$ cat config.mk
export PLATFORM = sky130hd
export DESIGN_NAME = ps2_kbd
export DESIGN_NICKNAME = d
export VERILOG_FILES = /design/src/rtl/nano6502_pkg.sv /design/src/rtl/ps2_rx_frame.sv /design/src/rtl/ps2_kbd.sv
export SDC_FILE = /design/constraint.sdc
export NUM_CORES = 1
export LEC_CHECK = 0
export ABC_AREA = 1
export BUFFER_PORTS_ARGS = -buffer_cell sky130_fd_sc_hd__buf_4
export CAP_MARGIN = 20
export CORE_MARGIN = 2
export CORE_UTILIZATION = 50
export CTS_BUF_LIST = sky130_fd_sc_hd__clkbuf_8
export CTS_CLUSTER_DIAMETER = 80
export DETAILED_ROUTE_END_ITERATION = 16
export PLACE_DENSITY = 0.62
export SLEW_MARGIN = 20
export SYNTH_ARGS = -nofsm -noshare
export SYNTH_HDL_FRONTEND = slang
export SYNTH_SLANG_ARGS = --single-unit
$ cat constraint.sdc
create_clock -name clk_i -period 6.4 [get_ports clk_i]
set_input_delay 0.64 -clock clk_i [delete_from_list [all_inputs] [get_ports clk_i]]
set_output_delay 0.64 -clock clk_i [all_outputs]
set_load 0.02 [all_outputs]
$ cat src/rtl/nano6502_pkg.sv
// rtl/nano6502_pkg.sv - shared IO constants and PS/2 receive state type
package nano6502_pkg;

    localparam logic [15:0] KBD_BANK = 16'h0006;

    localparam logic [1:0] KBD_DATA   = 2'd0;
    localparam logic [1:0] KBD_STATUS = 2'd1;
    localparam logic [1:0] KBD_CTRL   = 2'd2;
    localparam logic [1:0] KBD_COUNT  = 2'd3;

    localparam int ST_NOT_EMPTY  = 0;
    localparam int ST_OVERFLOW   = 1;
    localparam int ST_PARITY_ERR = 2;
    localparam int ST_FRAME_ERR  = 3;
    localparam int ST_IRQ_EN     = 4;

    typedef enum logic [2:0] {
        PS2_IDLE   = 3'd0,
        PS2_START  = 3'd1,
        PS2_DATA   = 3'd2,
        PS2_PARITY = 3'd3,
        PS2_STOP   = 3'd4
    } ps2_state_t;

    // PS/2 uses odd parity over the 8 data bits plus the parity bit
    function automatic logic odd_parity_ok(input logic [7:0] data, input logic par);
        return ^{data, par};
    endfunction

endpackage

$ cat src/rtl/ps2_rx_frame.sv
// rtl/ps2_rx_frame.sv - PS/2 pin synchroniser, clock glitch filter and frame receiver
module ps2_rx_frame
    import nano6502_pkg::*;
#(
    parameter int CLK_HZ     = 27000000,
    parameter int TIMEOUT_US = 200
) (
    input  logic       clk_i,
    input  logic       rst_n_i,
    input  logic       ps2_clk_i,
    input  logic       ps2_dat_i,
    output logic       byte_valid,
    output logic [7:0] rx_byte,
    output logic       parity_err,
    output logic       frame_err
);

    localparam longint unsigned TO_CYC = (longint'(CLK_HZ) * longint'(TIMEOUT_US)) / 64'd1000000;
    localparam int TW = $clog2(TO_CYC + 1);
    localparam logic [TW-1:0] TO_LAST = TW'(TO_CYC - 1);

    logic          clk_meta, clk_sync, dat_meta, dat_sync;
    logic [2:0]    clk_hist;
    logic          clk_filt;
    logic          fall;
    ps2_state_t    state;
    logic [2:0]    bit_cnt;
    logic [7:0]    shift;
    logic          start_bit, par_bit;
    logic [TW-1:0] to_cnt;

    // the filtered clock only changes after three agreeing samples
    assign fall    = clk_filt && (clk_hist == 3'b000);
    assign rx_byte = shift;

    always_ff @(posedge clk_i or negedge rst_n_i) begin
        if (!rst_n_i) begin
            clk_meta   <= 1'b1;
            clk_sync   <= 1'b1;
            dat_meta   <= 1'b1;
            dat_sync   <= 1'b1;
            clk_hist   <= 3'b111;
            clk_filt   <= 1'b1;
            state      <= PS2_IDLE;
            bit_cnt    <= 3'd0;
            shift      <= 8'h00;
            start_bit  <= 1'b0;
            par_bit    <= 1'b0;
            to_cnt     <= '0;
            byte_valid <= 1'b0;
            parity_err <= 1'b0;
            frame_err  <= 1'b0;
        end else begin
            clk_meta   <= ps2_clk_i;
            clk_sync   <= clk_meta;
            dat_meta   <= ps2_dat_i;
            dat_sync   <= dat_meta;
            clk_hist   <= {clk_hist[1:0], clk_sync};
            if (clk_hist == 3'b111) clk_filt <= 1'b1;
            else if (clk_hist == 3'b000) clk_filt <= 1'b0;

            byte_valid <= 1'b0;
            parity_err <= 1'b0;
            frame_err  <= 1'b0;

            if (state == PS2_IDLE || fall) to_cnt <= '0;
            else                           to_cnt <= to_cnt + 1'b1;

            if (state != PS2_IDLE && !fall && to_cnt == TO_LAST) begin
                frame_err <= 1'b1;
                state     <= PS2_IDLE;
            end else begin
                unique case (state)
                    PS2_IDLE: if (fall) begin
                        start_bit <= dat_sync;
                        state     <= PS2_START;
                    end
                    PS2_START: begin
                        bit_cnt <= 3'd0;
                        if (start_bit) begin
                            frame_err <= 1'b1;
                            state     <= PS2_IDLE;
                        end else begin
                            state <= PS2_DATA;
                        end
                    end
                    PS2_DATA: if (fall) begin
                        shift   <= {dat_sync, shift[7:1]};
                        bit_cnt <= bit_cnt + 3'd1;
                        if (bit_cnt == 3'd7) state <= PS2_PARITY;
                    end
                    PS2_PARITY: if (fall) begin
                        par_bit <= dat_sync;
                        state   <= PS2_STOP;
                    end
                    PS2_STOP: if (fall) begin
                        state <= PS2_IDLE;
                        if (!dat_sync)                           frame_err  <= 1'b1;
                        else if (!odd_parity_ok(shift, par_bit)) parity_err <= 1'b1;
                        else                                     byte_valid <= 1'b1;
                    end
                    default: state <= PS2_IDLE;
                endcase
            end
        end
    end

endmodule

$ cat src/rtl/ps2_kbd.sv
// rtl/ps2_kbd.sv - PS/2 keyboard receiver with scan-code FIFO behind a 4-register CPU window
module ps2_kbd
    import nano6502_pkg::*;
#(
    parameter int CLK_HZ     = 27000000,
    parameter int FIFO_DEPTH = 16,
    parameter int TIMEOUT_US = 200
) (
    input  logic       clk_i,
    input  logic       rst_n_i,
    input  logic       R_W_n,
    input  logic [1:0] reg_addr_i,
    input  logic [1:0] reg_addr_r_i,
    input  logic [7:0] data_i,
    input  logic       kbd_cs,
    output logic [7:0] data_o,
    input  logic       ps2_clk_i,
    input  logic       ps2_dat_i,
    output logic       irq_o
);

    localparam int PW = $clog2(FIFO_DEPTH);
    localparam int CW = PW + 1;

    logic          rx_valid, rx_par_err, rx_frm_err;
    logic [7:0]    rx_byte;
    logic [7:0]    fifo_mem [FIFO_DEPTH];
    logic [PW-1:0] wr_ptr, rd_ptr;
    logic [CW-1:0] count;
    logic          overflow, parity_err, frame_err, irq_en;
    logic          wr_en, flush, empty, full, do_pop, do_push, ovf_set;
    logic [2:0]    flag_clr;
    logic [7:0]    rd_mux;
    logic          unused_data;

    ps2_rx_frame #(
        .CLK_HZ     (CLK_HZ),
        .TIMEOUT_US (TIMEOUT_US)
    ) u_rx (
        .clk_i      (clk_i),
        .rst_n_i    (rst_n_i),
        .ps2_clk_i  (ps2_clk_i),
        .ps2_dat_i  (ps2_dat_i),
        .byte_valid (rx_valid),
        .rx_byte    (rx_byte),
        .parity_err (rx_par_err),
        .frame_err  (rx_frm_err)
    );

    assign unused_data = ^data_i[7:4];
    assign wr_en    = kbd_cs && !R_W_n;
    assign flush    = wr_en && (reg_addr_i == KBD_CTRL) && data_i[1];
    assign empty    = (count == '0);
    assign full     = (count == CW'(FIFO_DEPTH));
    assign do_pop   = kbd_cs && R_W_n && (reg_addr_i == KBD_DATA) && !empty && !flush;
    // a pop in the same cycle frees the slot, so a full FIFO still accepts the byte
    assign do_push  = rx_valid && !flush && (!full || do_pop);
    assign ovf_set  = rx_valid && !flush && full && !do_pop;
    assign flag_clr = (wr_en && reg_addr_i == KBD_STATUS) ? data_i[3:1] : 3'b000;

    always_ff @(posedge clk_i) begin
        if (do_push) fifo_mem[wr_ptr] <= rx_byte;
    end

    always_ff @(posedge clk_i or negedge rst_n_i) begin
        if (!rst_n_i) begin
            wr_ptr     <= '0;
            rd_ptr     <= '0;
            count      <= '0;
            overflow   <= 1'b0;
            parity_err <= 1'b0;
            frame_err  <= 1'b0;
            irq_en     <= 1'b0;
            irq_o      <= 1'b0;
            data_o     <= 8'h00;
        end else begin
            if (flush) begin
                wr_ptr <= '0;
                rd_ptr <= '0;
                count  <= '0;
            end else begin
                if (do_push) wr_ptr <= wr_ptr + 1'b1;
                if (do_pop)  rd_ptr <= rd_ptr + 1'b1;
                count <= count + CW'(do_push) - CW'(do_pop);
            end
            overflow   <= ovf_set    || (overflow   && !flag_clr[0]);
            parity_err <= rx_par_err || (parity_err && !flag_clr[1]);
            frame_err  <= rx_frm_err || (frame_err  && !flag_clr[2]);
            if (wr_en && reg_addr_i == KBD_CTRL) irq_en <= data_i[0];
            irq_o  <= irq_en && !empty;
            data_o <= rd_mux;
        end
    end

    always_comb begin
        rd_mux = 8'h00;
        case (reg_addr_r_i)
            KBD_DATA:   rd_mux = empty ? 8'h00 : fifo_mem[rd_ptr];
            KBD_STATUS: begin
                rd_mux[ST_NOT_EMPTY]  = !empty;
                rd_mux[ST_OVERFLOW]   = overflow;
                rd_mux[ST_PARITY_ERR] = parity_err;
                rd_mux[ST_FRAME_ERR]  = frame_err;
                rd_mux[ST_IRQ_EN]     = irq_en;
            end
            KBD_CTRL:   rd_mux = {7'b0, irq_en};
            default:    rd_mux = 8'(count);
        endcase
    end

endmodule

==> run_results.csv <==
group,metric,value,unit
worst_setup_path,path_cells,"inv_1, ha_1, nand2_2, nor2_4, nand2_2, nand2_2, nand3_2, nand3_2, ha_1, inv_1, ha_1, fa_1, nand2_1, a21oi_1, or2_2, o21ai_0, a21oi_1",
layout,diodes,0,
floorplan,rows,47,
yosys,ys_ff_latch,194,
routing,drt_iter0_drc,479,
routing,first_pass_iters,5,
worst_setup_path,cp_slowest_cell,"ha_1",
cts,tritoncts,"built",
global_routing,antenna_found_initial,0,
layout,final_cell_mix,"edfxtp_1 (128), nand2_1 (118), nor2_1 (108), o21ai_0 (75), inv_1 (64)",
pwr,switching_share,34.62,%
global_routing,grt_first_pass_wirelength,27970,microns
placement,io_buffers,22,
timing,rsz0062_at_grt,"no",
routing,wl,17740,microns
placement,place_area,8783,sq um
pwr,clock_power_share,25.0,%
cts,cts_resized,0,
pwr,p_int,2.060,mW
floorplan,die_area,17980,sq um
timing,finalClockSkew,0.01438,ns
layout,final_area,9204,sq um
pwr,powerDensity,342.3,nW/um^2
timing,maxSlewViolCount,0,
worst_setup_path,arrival,3.73,ns
timing,min_period,3.368,ns
global_routing,grt_max_degree,76,
placement,gp_congestion,0.8400,
cts,ctsHoldBuffers,0,
worst_setup_path,crit_path_end_kind,"register",
placement,dp_hpwl,11050,microns
timing,fmax,296.9,MHz
run,cap_violations,0,
pwr,irDropWorstVdd,181.1,uV
global_routing,track_usage,20.48,%
worst_setup_path,critPathLaunchType,"register",
routing,avgRoutedWirePerCell,17.14,microns
worst_setup_path,worst_ep_required_time,6.76,ns
layout,fin_nets,835,
floorplan,fp.dieW,134.1,microns
global_routing,grt_pass1_vias,5333,
worst_setup_path,cp.buffers_inverters,2,
timing,timing.final.crit_share,52.62,%
timing,setup_tns,0,ns
timing,layout_setup_ws,3.032,ns
placement,place_ws,2.790,ns
yosys,synth_nets,815,
timing,tightest_slew,1.016,ns
global_routing,grtUsageMet3,3.817,%
pwr,combPwrFrac,26.0,%
floorplan,fp.dieH,134.1,microns
global_routing,grtUsageMet1,29.61,%
pwr,switchingPower,1.091,mW
floorplan,ios,27,
yosys,syn-cell-area,8462,sq um
worst_setup_path,r2r-start,"count[2]",
cts,cts_setup_buffers,0,
yosys,synth_area_per_cell,10.82,sq um
layout,drive_gt1_share,13.13,%
cts,cts_num_sinks,194,
layout,area_growth,8.768,%
cts,clk_path_buf_depth,2,
cts,cts.reportedPaths.clkPinSlew,0.10,ns
worst_setup_path,path_class,"register to register",
worst_setup_path,crit_path_max_fanout,23,
yosys,synth.distinct_cells,43,
pwr,p_leak,3.548,nW
timing,max_slew_margin,32.16,%
global_routing,overflow,0,
yosys,yosysSeqAreaShare,65.06,%
worst_setup_path,slowest_delay,0.48,ns
global_routing,met2_usage,32.25,%
routing,postRouteAntennaNets,0,
min_path,min_path_type,"primary input to asynchronous set/reset pin",
cts,cts_buffers,17,
cts,htree_num_levels,4,
cts,cts_root_buf,"clkbuf_8",
layout,fillers,1430,
run_status,status,"finished, final reports clean",
yosys,syn-instance-count,782,
yosys,ys.warnings.count,0,
routing,vias,5573,
cts,clk_latency,0.47,ns
layout,layout.cells.most_common,"edfxtp_1",
pwr,seqPwrFrac,49.0,%
worst_setup_path,critPathTopFamily,"adder cells",
timing,setup_violations,0,
timing,hold_ws,0.2644,ns
floorplan,coreArea,16580,sq um
routing,avgViaCountPerCell,5.385,
worst_setup_path,startpoint,"count[2]",
layout,fin_util,55.50,%
global_routing,top_usage_layer,"met2",
timing,hold_viol_final,0,
floorplan,start_util,51.03,%
routing,post-route-drc-count,0,
[cell type report]
type / instances / area [sq um] / share of cell area (%)
tap: 220 / 275.3 / 2.991
timing repair buffer: 31 / 232.7 / 2.529
sequential: 194 / 5507 / 59.83
multi-input combinational: 485 / 2520 / 27.38
clock inverter: 15 / 161.4 / 1.754
clock buffer: 17 / 234.0 / 2.542
inverter: 73 / 274.0 / 2.977
[flip-flops by register name, indices dropped and copies added, names as in the netlist, 3 cells and up]
| signal | cells |
|---|---|
| fifo_mem | 128 |
| u_rx.to_cnt | 13 |
| data_o | 8 |
| u_rx.rx_byte | 8 |
| count | 5 |
| rd_ptr | 4 |
| wr_ptr | 4 |
| u_rx.bit_cnt | 3 |
| u_rx.clk_hist | 3 |
| u_rx.state | 3 |
[worst register-to-register path, stage by stage, from the launching register on]
cell	delay, ns
dfrtp_1	0.36
inv_1	0.08
ha_1	0.21
nand2_2	0.09
nor2_4	0.04
nand2_2	0.09
nand2_2	0.10
nand3_2	0.11
nand3_2	0.43
ha_1	0.48
inv_1	0.04
ha_1	0.21
fa_1	0.39
nand2_1	0.09
a21oi_1	0.06
or2_2	0.28
o21ai_0	0.16
a21oi_1	0.05
[per-stage QoR]
stage,std cells,total power [mW]
4_1_cts,1035,3.170
2_1_floorplan,782,2.172
6_report,1035,3.151
5_1_grt,1035,3.330
3_3_place_gp,1003,2.366
3_5_place_dp,1003,2.391
[routing by layer]
| metal | wire (microns) | part of all wire [%] |
|---|---|---|
| met2 | 8286 | 47 |
| met4 | 181 | 1.0 |
| met3 | 1062 | 6.0 |
| met5 | 0 | 0 |
| met1 | 8210 | 46 |
[worst paths after layout]
kind                       slack, ns  cells after the start          endpoint
max                             3.03                     17          count[4]
min                             0.26                      1   u_rx.to_cnt[10]
max reg2reg                     3.03                     17          count[4]
min reg2reg                     0.36                      0  u_rx.clk_hist[0]
max in group asynchronous       5.52                      1         rd_ptr[0]
min in group clk_i              0.27                      1     u_rx.clk_meta
[kinds of logic (layout without fill, tap and decap cells)]
group / count (synthesis) / count (layout) / synth area share, %
and+or+nand+nor: 312 / 312 / 16.06
DFF: 194 / 194 / 65.06
AOI/OAI and AO/OA: 146 / 146 / 9.597
buffers and inverters: 103 / 136 / 5.693
adders and majority gates: 15 / 15 / 2.307
xor gates and xnor gates: 10 / 10 / 1.035
muxes: 2 / 2 / 0.2514
[Yosys cell counts (all sizes together)]
master,count,share of area [%]
a21oi,19,1.3
a22oi,1,0.089
a31oi,3,0.22
and2,1,0.074
buf,26,2.3
clkbuf,4,0.18
clkinv,2,0.089
dfrtp,58,17
dfstp,8,2.5
edfxtp,128,45
fa,1,0.24
ha,14,2.1
inv,71,3.1
mux2,1,0.13
mux2i,1,0.12
nand2,122,5.5
nand3,42,2.7
nand3b,1,0.089
nand4,3,0.22
nor2,112,5.2
nor3,26,1.7
nor3b,1,0.089
nor4,1,0.25
o211ai,20,1.8
o21a,1,0.089
o21ai,95,5.6
o21bai,1,0.089
o22ai,5,0.37
o31ai,1,0.089
or2,3,0.22
xnor2,4,0.41
xor2,6,0.62
[power by group through the flow]
stage               Combinational (mW)  Clock [mW]  Sequential (mW)
finish                           0.818       0.789             1.54
global route                     0.921       0.849             1.56
CTS                              0.823       0.804             1.54
detailed placement               0.819           0             1.57
global placement                 0.799           0             1.57
floorplan                        0.644           0             1.53
Power figures use the tool's default switching activity.
